$ cat src/rtl/fetch_seq_pkg.sv
// fetch_seq_pkg: opcode, state and offset definitions shared by the fetch sequencer.
// Revision: 1.0
`default_nettype none

package fetch_seq_pkg;

    localparam logic [1:0] OP_ALU  = 2'b00;
    localparam logic [1:0] OP_BZ   = 2'b01;
    localparam logic [1:0] OP_JMP  = 2'b10;
    localparam logic [1:0] OP_HALT = 2'b11;

    localparam int OFFSET_W = 6;

    typedef enum logic [2:0] {
        IDLE   = 3'd0,
        FETCH  = 3'd1,
        DECODE = 3'd2,
        EXEC   = 3'd3,
        STEP   = 3'd4,
        HALT   = 3'd5,
        ERROR  = 3'd6
    } state_t;

endpackage

`default_nettype wire

$ cat src/rtl/seq_timeout_timer.sv
// seq_timeout_timer: counts enabled wait cycles; expired flags the TIMEOUT-th one.
// Revision: 1.0
`default_nettype none

module seq_timeout_timer #(
    parameter int TIMEOUT = 16
) (
    input  logic clk,
    input  logic reset,
    input  logic clear,
    input  logic enable,
    output logic expired
);

    logic [7:0] count;

    // count holds the number of wait cycles already completed, so the
    // TIMEOUT-th wait cycle is the one where count == TIMEOUT-1
    assign expired = enable && (count == 8'(TIMEOUT - 1));

    always_ff @(posedge clk or negedge reset) begin
        if (!reset) begin
            count <= 8'd0;
        end else if (clear) begin
            count <= 8'd0;
        end else if (enable && !expired) begin
            count <= count + 8'd1;
        end
    end

endmodule

`default_nettype wire

$ cat src/rtl/fetch_sequencer.sv
// fetch_sequencer: fetch/decode/execute control FSM driving the PC step and ALU handshake.
// Revision: 1.0
`default_nettype none

module fetch_sequencer
    import fetch_seq_pkg::*;
#(
    parameter int AW      = 8,
    parameter int TIMEOUT = 16
) (
    input  logic          clk,
    input  logic          reset,
    input  logic          start,
    output logic          imem_req,
    input  logic          imem_ack,
    input  logic [7:0]    instr,
    input  logic          zero_flag,
    output logic          alu_start,
    output logic [5:0]    alu_op,
    input  logic          alu_done,
    output logic          pc_step,
    output logic          branch,
    output logic [AW-1:0] jump_value,
    output logic          busy,
    output logic          halted,
    output logic          error
);

    state_t               state;
    state_t               next_state;
    logic [7:0]           instr_q;
    logic                 branch_q;
    logic                 next_branch;
    logic                 exec_first;
    logic                 expired;
    logic [OFFSET_W-1:0]  offset;

    assign offset = instr_q[OFFSET_W-1:0];

    always_ff @(posedge clk or negedge reset) begin
        if (!reset) begin
            state      <= IDLE;
            instr_q    <= 8'h00;
            branch_q   <= 1'b0;
            exec_first <= 1'b0;
        end else begin
            state      <= next_state;
            branch_q   <= next_branch;
            exec_first <= (state == DECODE) && (next_state == EXEC);
            if (state == FETCH && imem_ack) begin
                instr_q <= instr;
            end
        end
    end

    always_comb begin
        next_state  = state;
        next_branch = branch_q;
        case (state)
            IDLE: begin
                if (start) next_state = FETCH;
            end
            FETCH: begin
                if (imem_ack) next_state = DECODE;
            end
            DECODE: begin
                case (instr_q[7:6])
                    OP_ALU: begin
                        next_branch = 1'b0;
                        next_state  = (offset == '0) ? STEP : EXEC;
                    end
                    OP_BZ: begin
                        next_branch = zero_flag;
                        next_state  = STEP;
                    end
                    OP_JMP: begin
                        next_branch = 1'b1;
                        next_state  = STEP;
                    end
                    default: next_state = HALT;
                endcase
            end
            EXEC: begin
                // alu_done coinciding with alu_start is ignored; on the
                // final wait cycle completion takes priority over timeout
                if (!exec_first) begin
                    if (alu_done) begin
                        next_branch = 1'b0;
                        next_state  = STEP;
                    end else if (expired) begin
                        next_state = ERROR;
                    end
                end
            end
            STEP:    next_state = FETCH;
            HALT:    next_state = HALT;
            ERROR:   next_state = ERROR;
            default: next_state = IDLE;
        endcase
    end

    seq_timeout_timer #(
        .TIMEOUT (TIMEOUT)
    ) u_timer (
        .clk     (clk),
        .reset   (reset),
        .clear   ((state != EXEC) || exec_first),
        .enable  ((state == EXEC) && !exec_first),
        .expired (expired)
    );

    assign imem_req   = (state == FETCH);
    assign alu_start  = exec_first;
    assign alu_op     = instr_q[5:0];
    assign pc_step    = (state == STEP);
    assign branch     = (state == STEP) && branch_q;
    assign jump_value = (state == STEP) ? {{(AW-OFFSET_W){offset[OFFSET_W-1]}}, offset} : '0;
    assign busy       = (state != IDLE) && (state != HALT) && (state != ERROR);
    assign halted     = (state == HALT);
    assign error      = (state == ERROR);

endmodule

`default_nettype wire

$ cat config.mk
export PLATFORM = sky130hd
export DESIGN_NAME = fetch_sequencer
export DESIGN_NICKNAME = d
export VERILOG_FILES = /design/src/rtl/fetch_seq_pkg.sv /design/src/rtl/seq_timeout_timer.sv /design/src/rtl/fetch_sequencer.sv
export SDC_FILE = /design/constraint.sdc
export NUM_CORES = 1
export LEC_CHECK = 0
export BUFFER_PORTS_ARGS = -buffer_cell sky130_fd_sc_hd__buf_2
export CORE_MARGIN = 2
export CORE_UTILIZATION = 45
export DETAILED_ROUTE_END_ITERATION = 8
export PLACE_DENSITY = 0.7
export REMOVE_ABC_BUFFERS = 1
export SYNTH_ARGS = -nofsm -noshare
export SYNTH_HDL_FRONTEND = slang
export SYNTH_SLANG_ARGS = --single-unit
$ cat constraint.sdc
create_clock -name clk -period 1.75 [get_ports clk]
set_input_delay 0.35 -clock clk [delete_from_list [all_inputs] [get_ports clk]]
set_output_delay 0.35 -clock clk [all_outputs]
set_load 0.05 [all_outputs]
After elaboration in Yosys (flattened, before gate mapping)
Cells that the tools add are included.
{"block": "op_classes", "div": 0, "multipliers": 0, "shifts": 0, "add_sub_neg": 1, "n_reduce_logical": 19, "mux": 15, "bitwise_logic": 0, "order_cmp": 0, "n_eq_ne": 16}
{"cell": "two-way mux 8 bit", "n": 3}
{"cell": "one-hot mux 3 bit (7 select lines)", "n": 1}
{"cell": "two-way mux 3 bit", "n": 6}
{"cell": "equality test 3 x 2 -> 1 bit (second input constant)", "n": 3}
{"cell": "equality test 3 bit (second input constant)", "n": 3}
{"cell": "adder 8 x 1 -> 8 bit (second input constant)", "n": 1}
{"cell": "equality test 8 x 4 -> 1 bit (second input constant)", "n": 1}
{"cell": "logical AND 1 bit", "n": 8}
{"cell": "zero test 6 bit", "n": 1}
{"cell": "inequality test 3 bit (second input constant)", "n": 2}
{"cell": "one-hot mux 3 bit (2 select lines)", "n": 1}
{"cell": "inequality test 2 bit (second input constant)", "n": 2}
{"cell": "inequality test 4 x 1 -> 1 bit (second input constant)", "n": 1}
{"cell": "AND reduction 4 bit", "n": 1}
{"cell": "nonzero test 2 bit", "n": 2}
{"cell": "equality test 3 x 1 -> 1 bit (second input constant)", "n": 1}
{"cell": "zero test 3 bit", "n": 1}
{"cell": "inequality test 3 x 2 -> 1 bit (second input constant)", "n": 1}
{"cell": "one-hot mux 1 bit (3 select lines)", "n": 1}
{"cell": "nonzero test 3 bit", "n": 1}
{"cell": "equality test 2 x 1 -> 1 bit (second input constant)", "n": 1}
{"cell": "equality test 2 bit (second input constant)", "n": 1}
{"cell": "zero test 1 bit", "n": 2}
{"cell": "zero test 2 bit", "n": 1}
{"cell": "other kinds (4)", "n": 5}
{"block": "totals", "n_memories": 0, "regBits": 21, "latchBits": 0, "mem_bits_ro": 0, "ramBits": 0, "out_inout_bits": 21}

Longest topological paths before layout
Gate-level depths: netlist (run 1).
{"block": "depth", "word_depth": 9, "mapped_depth": 6}

By module
Synthesis (run 1) repeated with hierarchy kept, for this count alone.
{"block": "unflattened", "hier_cells": 135, "area_unflattened_um2": 1321.3}
{"mod": "fetch_sequencer", "instances": 1, "seq_area_each_um2": 325.3, "area_each_um2": 863.3, "cells_per_inst": 88}
{"mod": "seq_timeout_timer", "instances": 1, "seq_area_each_um2": 200.2, "area_each_um2": 457.9, "cells_per_inst": 47}

Least setup slack after synthesis (run 1)
Ideal clock, no wire load.
{"block": "synth_path", "kind": "register -> output", "from": "register state[0]", "to": "output port jump_value[6]", "stages_incl_launch_ff": 5, "setup_slack_ns": -1.469, "arrival_time_ns": 2.869, "path_buffers": 2, "required_ns": 1.400, "path_cell_list": "dfrtp_1 buf_4 nor3b_1 and2_1 buf_4"}
{"block": "synth_between", "elab_chain_len": 2}
{"item": "start, declared", "line": "fetch_sequencer.sv:29", "text": "state_t state;"}
{"item": "start signal, assigned", "line": "fetch_sequencer.sv:47", "text": "state <= next_state;"}
{"item": "equality test 3 bit"}
{"item": "named net pc_step", "line": "fetch_sequencer.sv:21", "text": "output logic pc_step,"}
{"item": "two-way mux 8 bit", "line": "fetch_sequencer.sv:117", "text": "assign jump_value = (state == STEP) ? {{(AW-OFFSET_W){offset[OFFSET_W-1]}}, offset} : '0;"}
{"item": "end, declared", "line": "fetch_sequencer.sv:23", "text": "output logic [AW-1:0] jump_value,"}
The timed path passes the listed nets, and every way through them passes these cells.

Final worst setup path (run 1)
{"block": "layout_path", "from": "register state[0]", "to": "output port jump_value[6]"}
{"block": "layout_between", "elab_chain_len": 2}
{"item": "equality test 3 bit", "line": "fetch_sequencer.sv:117"}
{"item": "two-way mux 8 bit", "line": "fetch_sequencer.sv:117"}
Every way passes these cells.

==> flow_metrics.tcl, run 1 <==
set metrics [dict create \
    io_pins 35 \
    p_leak_nw 0.809 \
    finalHoldViolCount 0 \
    finClkSkew_ns 0.0126 \
    worst-endpoint-arrival_ns 1.47 \
    seq_area_sq_um 529 \
    slew_violations 0 \
    hold_depth 3 \
    crit_chain "nor3b_2, buf_4, and2_4, buf_8" \
    violations "setup timing" \
    num_antenna_cells 0 \
    status "finished, violations left" \
    multi_input_area_sq_um 684 \
    grt_pass1_wl_um 4670 \
    synth_cell_types 39 \
    track_usage_pct 18.0 \
    cts_root_buffer "clkbuf_4" \
    synthCells 124 \
    clk_path_buf_depth 2 \
    rsz0062_at_grt "yes" \
    critical_path_class "reg2out" \
    via_per_inst 5.52 \
    worst_r2r_path_depth 5 \
    final_antenna_net_count 0 \
    p_clk_share_pct 32.7 \
    coreArea_sq_mm 0.00271 \
    combPwrFrac_pct 3.6 \
    cp_slowest_cell "dfrtp_2" \
    fmax_mhz 550 \
    required_ns 1.40 \
    maxCapViolCount 0 \
    r2r_slack_ns 0.02 \
    die_w_um 57.1 \
    grt_overflow 0 \
    drc_errors 0 \
    startpoint "state[0]" \
    vias 1092 \
    syn_area_per_cell_sq_um 10.2 \
    gp_congestion 0.770 \
    power_density_mw_per_mm2 447 \
    clkTransAtPathRegs_ns 0.13 \
    path_max_fanout 8 \
    netlist_top_cells_count "dfrtp_1 (21), buf_4 (10), nor2_1 (9)" \
    cts_htree_levels 1 \
    cts_tree "built" \
    min_period_ns 1.82 \
    r2r_start "state[0]" \
    seqPwrFrac_pct 63.7 \
    grt_max_degree 22 \
    dpl_worst_slack_ns -0.0273 \
    layout.cells.non_filler 198 \
    portBuffers 34 \
    yosysMostFrequentCell "dfrtp_1" \
    fin_nets 187 \
    first_pass_iters 4 \
    syn_area_sq_mm 0.00127 \
    endpoint_kind "output port" \
    whs_ns 0.231 \
    finalCritPeriodShare_pct 104 \
    wl_per_cell_um 14.9 \
    synth_ff_type "dfrtp_1" \
    synthTopCellsByArea "dfrtp_1 (41%), mux2_2 (6.2%), buf_4 (5.9%)" \
    p_sw_mw 0.176 \
    wirelength_um 2950 \
    utilization_pct 62.9 \
    synth_top_area_share_pct 41.4 \
    relSlewSlack_pct 69.0 \
    n_fill_cell 228 \
    critPathLaunchType "flip-flop" \
    synth_edf_count 0 \
    p_total_mw 0.762 \
    syn2layout_area_growth_pct 34.3 \
    synth_top_cell_by_area "dfrtp_1" \
    cts_made_buffers 3 \
    reg2reg_to "alu_start" \
    dp_hpwl_um 1960 \
    drive_above_1_share_pct 48.5 \
    async_reset_ff_share_pct 100 \
    cts.sinks 21 \
    max_stage_delay_ns 0.47 \
    switching_share_pct 23.1 \
    grt_pass1_vias 1035 \
    hp-class "in2reg" \
    first_iter_violations 34 \
    clk_latency_ns 0.32 \
    num_rows 19 \
    endpoint "jump_value[6]" \
    finalSetupViolCount 10 \
    initial_utilization_pct 46.9 \
    ir_drop_v 0.000650 \
    yosysWarnings 0 \
    p_int_mw 0.585 \
    die_height_um 57.1 \
    fin_ws_ns -0.0666 \
    die-area_sq_mm 0.00326 \
    synth-seq-cells 21 \
    grt_antenna_before_repair 0 \
    placed_cells 185 \
    worstMarginPinSlew_ns 0.465 \
    yosysSeqAreaShare_pct 41.4 \
]
-- timing repair --
item | in CTS | in global routing
endpoints found under the setup margin | 14 | 20
endpoints found under the hold margin | 21 | 0
pin swaps | 2 | 4
resized for setup | 38 | 7
setup buffers | 3 | 5
hold buffers | 1 | 0
-- power groups by stage --
stage | Combinational [mW] | Clock (mW) | Sequential [mW]
6_report | 0.0277 | 0.249 | 0.485
5_1_grt | 0.0323 | 0.277 | 0.485
4_1_cts | 0.0280 | 0.255 | 0.485
3_5_place_dp | 0.0262 | 0 | 0.494
3_3_place_gp | 0.0257 | 0 | 0.494
2_1_floorplan | 0.00210 | 0 | 0.495
-- sequential cells by signal, indices dropped and copies added (netlist names) --
register       cells
instr_q            8
u_timer.count      8
state              3
alu_start          1
branch_q           1
-- cells by family (layout without fill, tap and decap cells) --
logic type | Yosys count | count (layout) | synth area share (%)
and+or+nand+nor | 49 | 49 | 23.8
DFF | 21 | 21 | 41.4
AOI/OAI and AO/OA | 19 | 19 | 11.2
buffers and inverters | 17 | 60 | 8.28
muxes | 7 | 7 | 6.21
xor gates and xnor gates | 6 | 6 | 4.14
adders and majority gates | 5 | 5 | 4.93
-- placed cells by master, fill, tap and decap left out, types with 5 or more instances in the layout --
cell type | Yosys | final
buf_2 | 3 | 21
dfrtp_1 | 21 | 18
buf_4 | 10 | 17
nand2_1 | 8 | 8
nor2_1 | 9 | 8
buf_6 | 0 | 8
mux2_2 | 7 | 7
and2_1 | 8 | 6
a21oi_1 | 5 | 5
ha_1 | 5 | 5
buf_8 | 0 | 5
-- layer usage --
layer / vias up / global-route usage [%] / part of all wire (%)
li1: 516 / - / -
met1: 552 / 23.4 / 42
met2: 24 / 31.7 / 53
met3: 0 / 4.99 / 4.5
met4: 0 / 0.997 / 0
met5: - / 0 / 0
-- final cells by class --
class | count | share of cell area (%)
clock buffer | 3 | 1.32
clock inverter | 1 | 0.440
inverter | 4 | 0.880
multi-input combinational | 86 | 40.1
sequential | 21 | 31.0
tap | 31 | 2.27
timing repair buffer | 52 | 23.9
-- metrics by stage --
stage	setup TNS (ns)	instance area, sq um
floorplan	-21.24	1180
global placement	0	1460
detailed placement	-0.0273	1460
CTS	-0.461	1630
global route	-1.20	1710
finish	-0.447	1710
-- worst min path at each step --
stage                                   to      from  slack (ns)
after floorplan                  alu_start     reset        0.05
final                           instr_q[7]  instr[7]        0.23
after CTS                       instr_q[7]  instr[7]        0.22
after global routing            instr_q[7]  instr[7]        0.21
after detailed placement  u_timer.count[5]     reset        0.34
after global placement    u_timer.count[6]     reset        0.33
-- critical path, delay by kind of cell (launching register included) --
family        cells  cell delay (ns)
buf+inv           2             0.32
simple gates      2             0.37
flops             1             0.47
(Power assumes the default switching activity.)
==> run 2, diff against run 1 <==
- CELL_PAD_IN_SITES_DETAIL_PLACEMENT: default -> 0
- CELL_PAD_IN_SITES_GLOBAL_PLACEMENT: default -> 1
- CORE_UTILIZATION: 45 -> 39
- GPL_TIMING_DRIVEN: default -> 0
- PLACE_DENSITY: 0.7 -> default
- PLACE_DENSITY_LB_ADDON: default -> 0.1
==> run 2 against run 1 <==
The run still ends with setup timing left. Largest power group unchanged. Worst setup slack better by 0.0067 ns. Combinational power shrank 1%. Clock skew decreased by 0.0090 ns. Highest routed layer is now met4. Power decreased by 1.1%. Wire length fell by 4.5%. Critical endpoint is now jump_value[5].
==> flow_metrics.tcl, run 2 (synthesis results as in run 1) <==
set metrics [dict create \
    worstMarginPinSlew_ns 0.487 \
    grt_pass1_vias 977 \
    fin_ws_ns -0.0598 \
    portBuffers 34 \
    max_stage_delay_ns 0.46 \
    grt_pass1_wl_um 4500 \
    critPathLaunchType "flip-flop" \
    vias 1022 \
    drc_errors 0 \
    clkTransAtPathRegs_ns 0.12 \
    clk_latency_ns 0.31 \
    final_common_cell "buf_2" \
    finClkSkew_ns 0.00365 \
    maxCapViolCount 0 \
    critical_path_class "reg2out" \
    dr.max_layer_used "met4" \
    io_pins 35 \
    cts.sinks 21 \
    wl_met3_um 108 \
    grt_overflow 0 \
    finalCritPeriodShare_pct 103 \
    multi_input_area_sq_um 714 \
    wl_met1_um 1270 \
    slew_violations 0 \
    fin_nets 184 \
    dp_hpwl_um 1860 \
    hp-class "in2reg" \
    cts_tree "built" \
    grt_antenna_before_repair 0 \
    first_pass_iters 4 \
    gp_congestion 0.733 \
    finalHoldViolCount 0 \
    path_max_fanout 5 \
    top_regs "instr_q x8, u_timer.count x8, state x3" \
    wirelength_um 2810 \
    grt_max_degree 22 \
    initial_utilization_pct 41.3 \
    via_per_inst 4.91 \
    cp_common_cell "buf_6" \
    r2r_slack_ns 0.03 \
    syn2layout_area_growth_pct 36.6 \
    relSlewSlack_pct 67.5 \
    layout_common_cells "buf_2 (21), dfrtp_1 (18), buf_4 (13), nor2_1 (8), buf_6 (8)" \
    die_height_um 61.1 \
    min_period_ns 1.81 \
    p_total_mw 0.753 \
    p_leak_nw 0.805 \
    wl_per_cell_um 13.5 \
    finalSetupViolCount 10 \
    status "finished, violations left" \
    seq_area_sq_um 529 \
    worst-endpoint-arrival_ns 1.46 \
    endpoint_kind "output port" \
    die-area_sq_mm 0.00373 \
    cts_htree_levels 1 \
    die_w_um 61.1 \
    violations "setup timing" \
    num_antenna_cells 0 \
    tns_ns -0.340 \
    drive_above_1_share_pct 52.4 \
    clk_path_buf_depth 2 \
    power_density_mw_per_mm2 434 \
    crit_chain "nor3b_4, buf_6, and2_4, buf_6" \
    wl_met2_um 1410 \
    first_iter_violations 69 \
    cp_slowest_cell "dfrtp_2" \
    rsz0062_at_grt "yes" \
    ir_drop_v 0.000273 \
    required_ns 1.40 \
    final_antenna_net_count 0 \
    track_usage_pct 16.5 \
    cts_made_buffers 3 \
    n_fill_cell 279 \
    cts_root_buffer "clkbuf_4" \
    coreArea_sq_mm 0.00308 \
    fmax_mhz 553 \
    num_rows 20 \
]
==> run 2: critical path: cells and delay by family (launching register included) <==
| kind | cells | cell delay (ns) |
|---|---|---|
| and+or+nand+nor | 2 | 0.39 |
| buffers and inverters | 2 | 0.30 |
| DFF | 1 | 0.46 |
==> run 2: what timing repair did <==
item                                    CTS  global route
endpoints found under the setup margin   22            16
buffers inserted                          7             7
pin swaps                                 3             6
hold buffers                              1             0
hold endpoints to repair                 21             0
resized for setup                        35            22
==> run 2: cell type report <==
type,instances,area share (%)
multi-input cells,86,41.2
clock buffers,3,1.30
clock inverters,1,0.289
flip-flops and latches,21,30.5
repair buffers,49,22.7
well taps,44,3.17
inverters,4,0.866
==> run 2: where the power goes <==
group	internal [mW]	switching [mW]	leakage [nW]
clock	0.0853	0.156	0.0177
combinational	0.0130	0.0143	0.517
sequential	0.485	0	0.270
==> run 2: through the flow <==
stage / instance area (sq um) / utilization [%] / cells / worst slack, ns / hold slack, ns
floorplan: 1180 / - / 111 / -1.75 / 0.0544
global placement: 1410 / 45.7 / 189 / -0.315 / 0.335
detailed placement: 1410 / 45.7 / 189 / -0.311 / 0.343
CTS: 1600 / 52.0 / 201 / -0.0633 / 0.223
global route: 1730 / 56.3 / 208 / -0.140 / 0.246
finish: 1730 / 56.3 / 208 / -0.0598 / 0.238
==> run 2: path summary, 6_finish.rpt <==
| path | end | cells past startpoint | start |
|---|---|---|---|
| min in group asynchronous | u_timer.count[0] | 2 | reset |
| max in group asynchronous | state[2] | 2 | reset |
| max reg2reg | alu_start | 6 | state[0] |
| min | instr_q[7] | 3 | instr[7] |
| min reg2reg | branch_q | 1 | branch_q |
| max | jump_value[5] | 4 | state[0] |
==> run 2: layer usage <==
metal,up-vias,GRT usage [%]
li1,510,-
met1,491,21.8
met2,19,26.1
met3,2,2.73
met4,0,8.39
met5,-,0
==> run 3, diff against run 2 <==
- CORE_ASPECT_RATIO: default -> 1.25
==> run 3 against run 2 <==
The run still ends with setup timing left. Register-to-register slack got worse by 0.07 ns. Critical path depth decreased by 1. Count of clock-buffer cells in the layout unchanged. Via count is 5.3% higher. Global-route usage rose by 1.7 points. Critical endpoint is now jump_value[7].
==> flow_metrics.tcl, run 3 (synthesis results as in run 1) <==
set metrics [dict create \
    status "finished, violations left" \
    violations "setup timing" \
    first_pass_iters 4 \
    io_pins 35 \
    clkTransAtPathRegs_ns 0.09 \
    grt_max_degree 22 \
    cts_tree "built" \
    worstMarginPinSlew_ns 0.498 \
    cts_htree_levels 1 \
    cts_made_buffers 3 \
    ir_drop_v 0.000337 \
    cts_root_buffer "clkbuf_8" \
    maxCapViolCount 0 \
    die_w_um 55.0 \
    p_total_mw 0.842 \
    fmax_mhz 552 \
    relSlewSlack_pct 66.8 \
    cpLargestDelayFamily "simple AND/OR/NAND/NOR gates" \
    final_antenna_net_count 0 \
    die-area_sq_mm 0.00373 \
    dp_hpwl_um 2040 \
    p_leak_nw 0.814 \
    postCtsHoldBufs 0 \
    utilization_pct 55.1 \
    cp_slowest_cell "dfrtp_2" \
    initial_utilization_pct 40.1 \
    coreArea_sq_mm 0.00317 \
    worst-endpoint-arrival_ns 1.46 \
    min_period_ns 1.81 \
    track_usage_pct 18.2 \
    num_rows 23 \
    hp-class "in2async" \
    first_iter_violations 8 \
    slew_violations 0 \
    clk_latency_ns 0.27 \
    num_antenna_cells 0 \
    portBuffers 34 \
    fin_nets 186 \
    clk_path_buf_depth 2 \
    required_ns 1.40 \
    crit_buf_inv 1 \
    vias 1076 \
    top_regs "instr_q x8, u_timer.count x8, state x3" \
    placed_cells 182 \
    finalHoldViolCount 0 \
    grt_overflow 0 \
    critPathLaunchType "flip-flop" \
    layout.cells.non_filler 203 \
    critical_path_class "reg2out" \
    endpoint_kind "output port" \
    max_stage_delay_ns 0.46 \
    syn2layout_area_growth_pct 37.3 \
    cts.sinks 21 \
    gp_congestion 0.736 \
    via_per_inst 5.30 \
    wirelength_um 3100 \
    finalCritPeriodShare_pct 103 \
    grt_pass1_wl_um 4900 \
    fin_ws_ns -0.0607 \
    wl_per_cell_um 15.3 \
    grt_pass1_vias 1094 \
    finClkSkew_ns 0.0118 \
    die_height_um 67.8 \
    layout_common_cells "buf_2 (23), dfrtp_1 (18), buf_4 (14), buf_6 (10), nor2_1 (8)" \
    power_density_mw_per_mm2 483 \
    finalSetupViolCount 11 \
    r2r_slack_ns -0.04 \
    path_max_fanout 8 \
    final_common_cell "buf_2" \
    rsz0062_at_grt "yes" \
    crit_chain "nor3b_4, and2_4, buf_6" \
    drc_errors 0 \
    grt_antenna_before_repair 0 \
    drive_above_1_share_pct 52.4 \
]
[run 3: cell count changes in the layout (fill, tap and decap cells not counted), moves of 2 or more]
cell      change
buf_2         +2
and2_1        +4
clkbuf_8      +3
buf_6         +2
clkbuf_4      -3
and2_4        -3
buf_8         -2
[run 3: power by group]
part	switching (mW)	internal, mW
registers	0	0.485
clock network	0.172	0.159
logic	0.0147	0.0115
[run 3: path summary, 6_finish.rpt]
check	endpoint	cells after the start	from
max	jump_value[7]	3	state[0]
min	u_timer.count[5]	1	reset
max reg2reg	alu_start	6	state[0]
min reg2reg	branch_q	1	branch_q
max in group asynchronous	state[2]	1	reset
min in group clk	instr_q[7]	3	instr[7]
[run 3: cell type report]
cell class | instances | area (sq um)
Clock buffer | 3 | 41.3
Clock inverter | 1 | 5.00
Fill cell | 300 | 1420
Inverter | 4 | 15.0
Multi-Input combinational cell | 86 | 714
Sequential cell | 21 | 529
Tap cell | 37 | 46.3
Timing Repair Buffer | 51 | 393
[run 3: per-stage QoR]
stage               area (sq um)  setup TNS [ns]  hold slack, ns  setup slack, ns
floorplan                   1180          -21.24          0.0544            -1.75
global placement            1400           -2.42           0.338           -0.243
detailed placement          1400           -2.98           0.344           -0.254
CTS                         1610          -0.230          0.0506          -0.0542
global route                1740          -0.971          0.0617           -0.117
finish                      1740          -0.349          0.0309          -0.0607
[run 3: metal layers]
metal  up-vias  global-route usage (%)  part of all wire (%)
li1        510                       -                     -
met1       528                    18.5                    39
met2        32                    35.6                    55
met3         6                    2.21                   3.9
met4         0                    7.01                   1.6
met5         -                       0                     0
[run 3: repair_timing]
| item | 4_1_cts | 5_1_grt |
|---|---|---|
| pin swaps | 1 | 10 |
| gates resized for setup | 33 | 21 |
| setup endpoints to repair | 24 | 22 |
| buffers inserted | 9 | 8 |
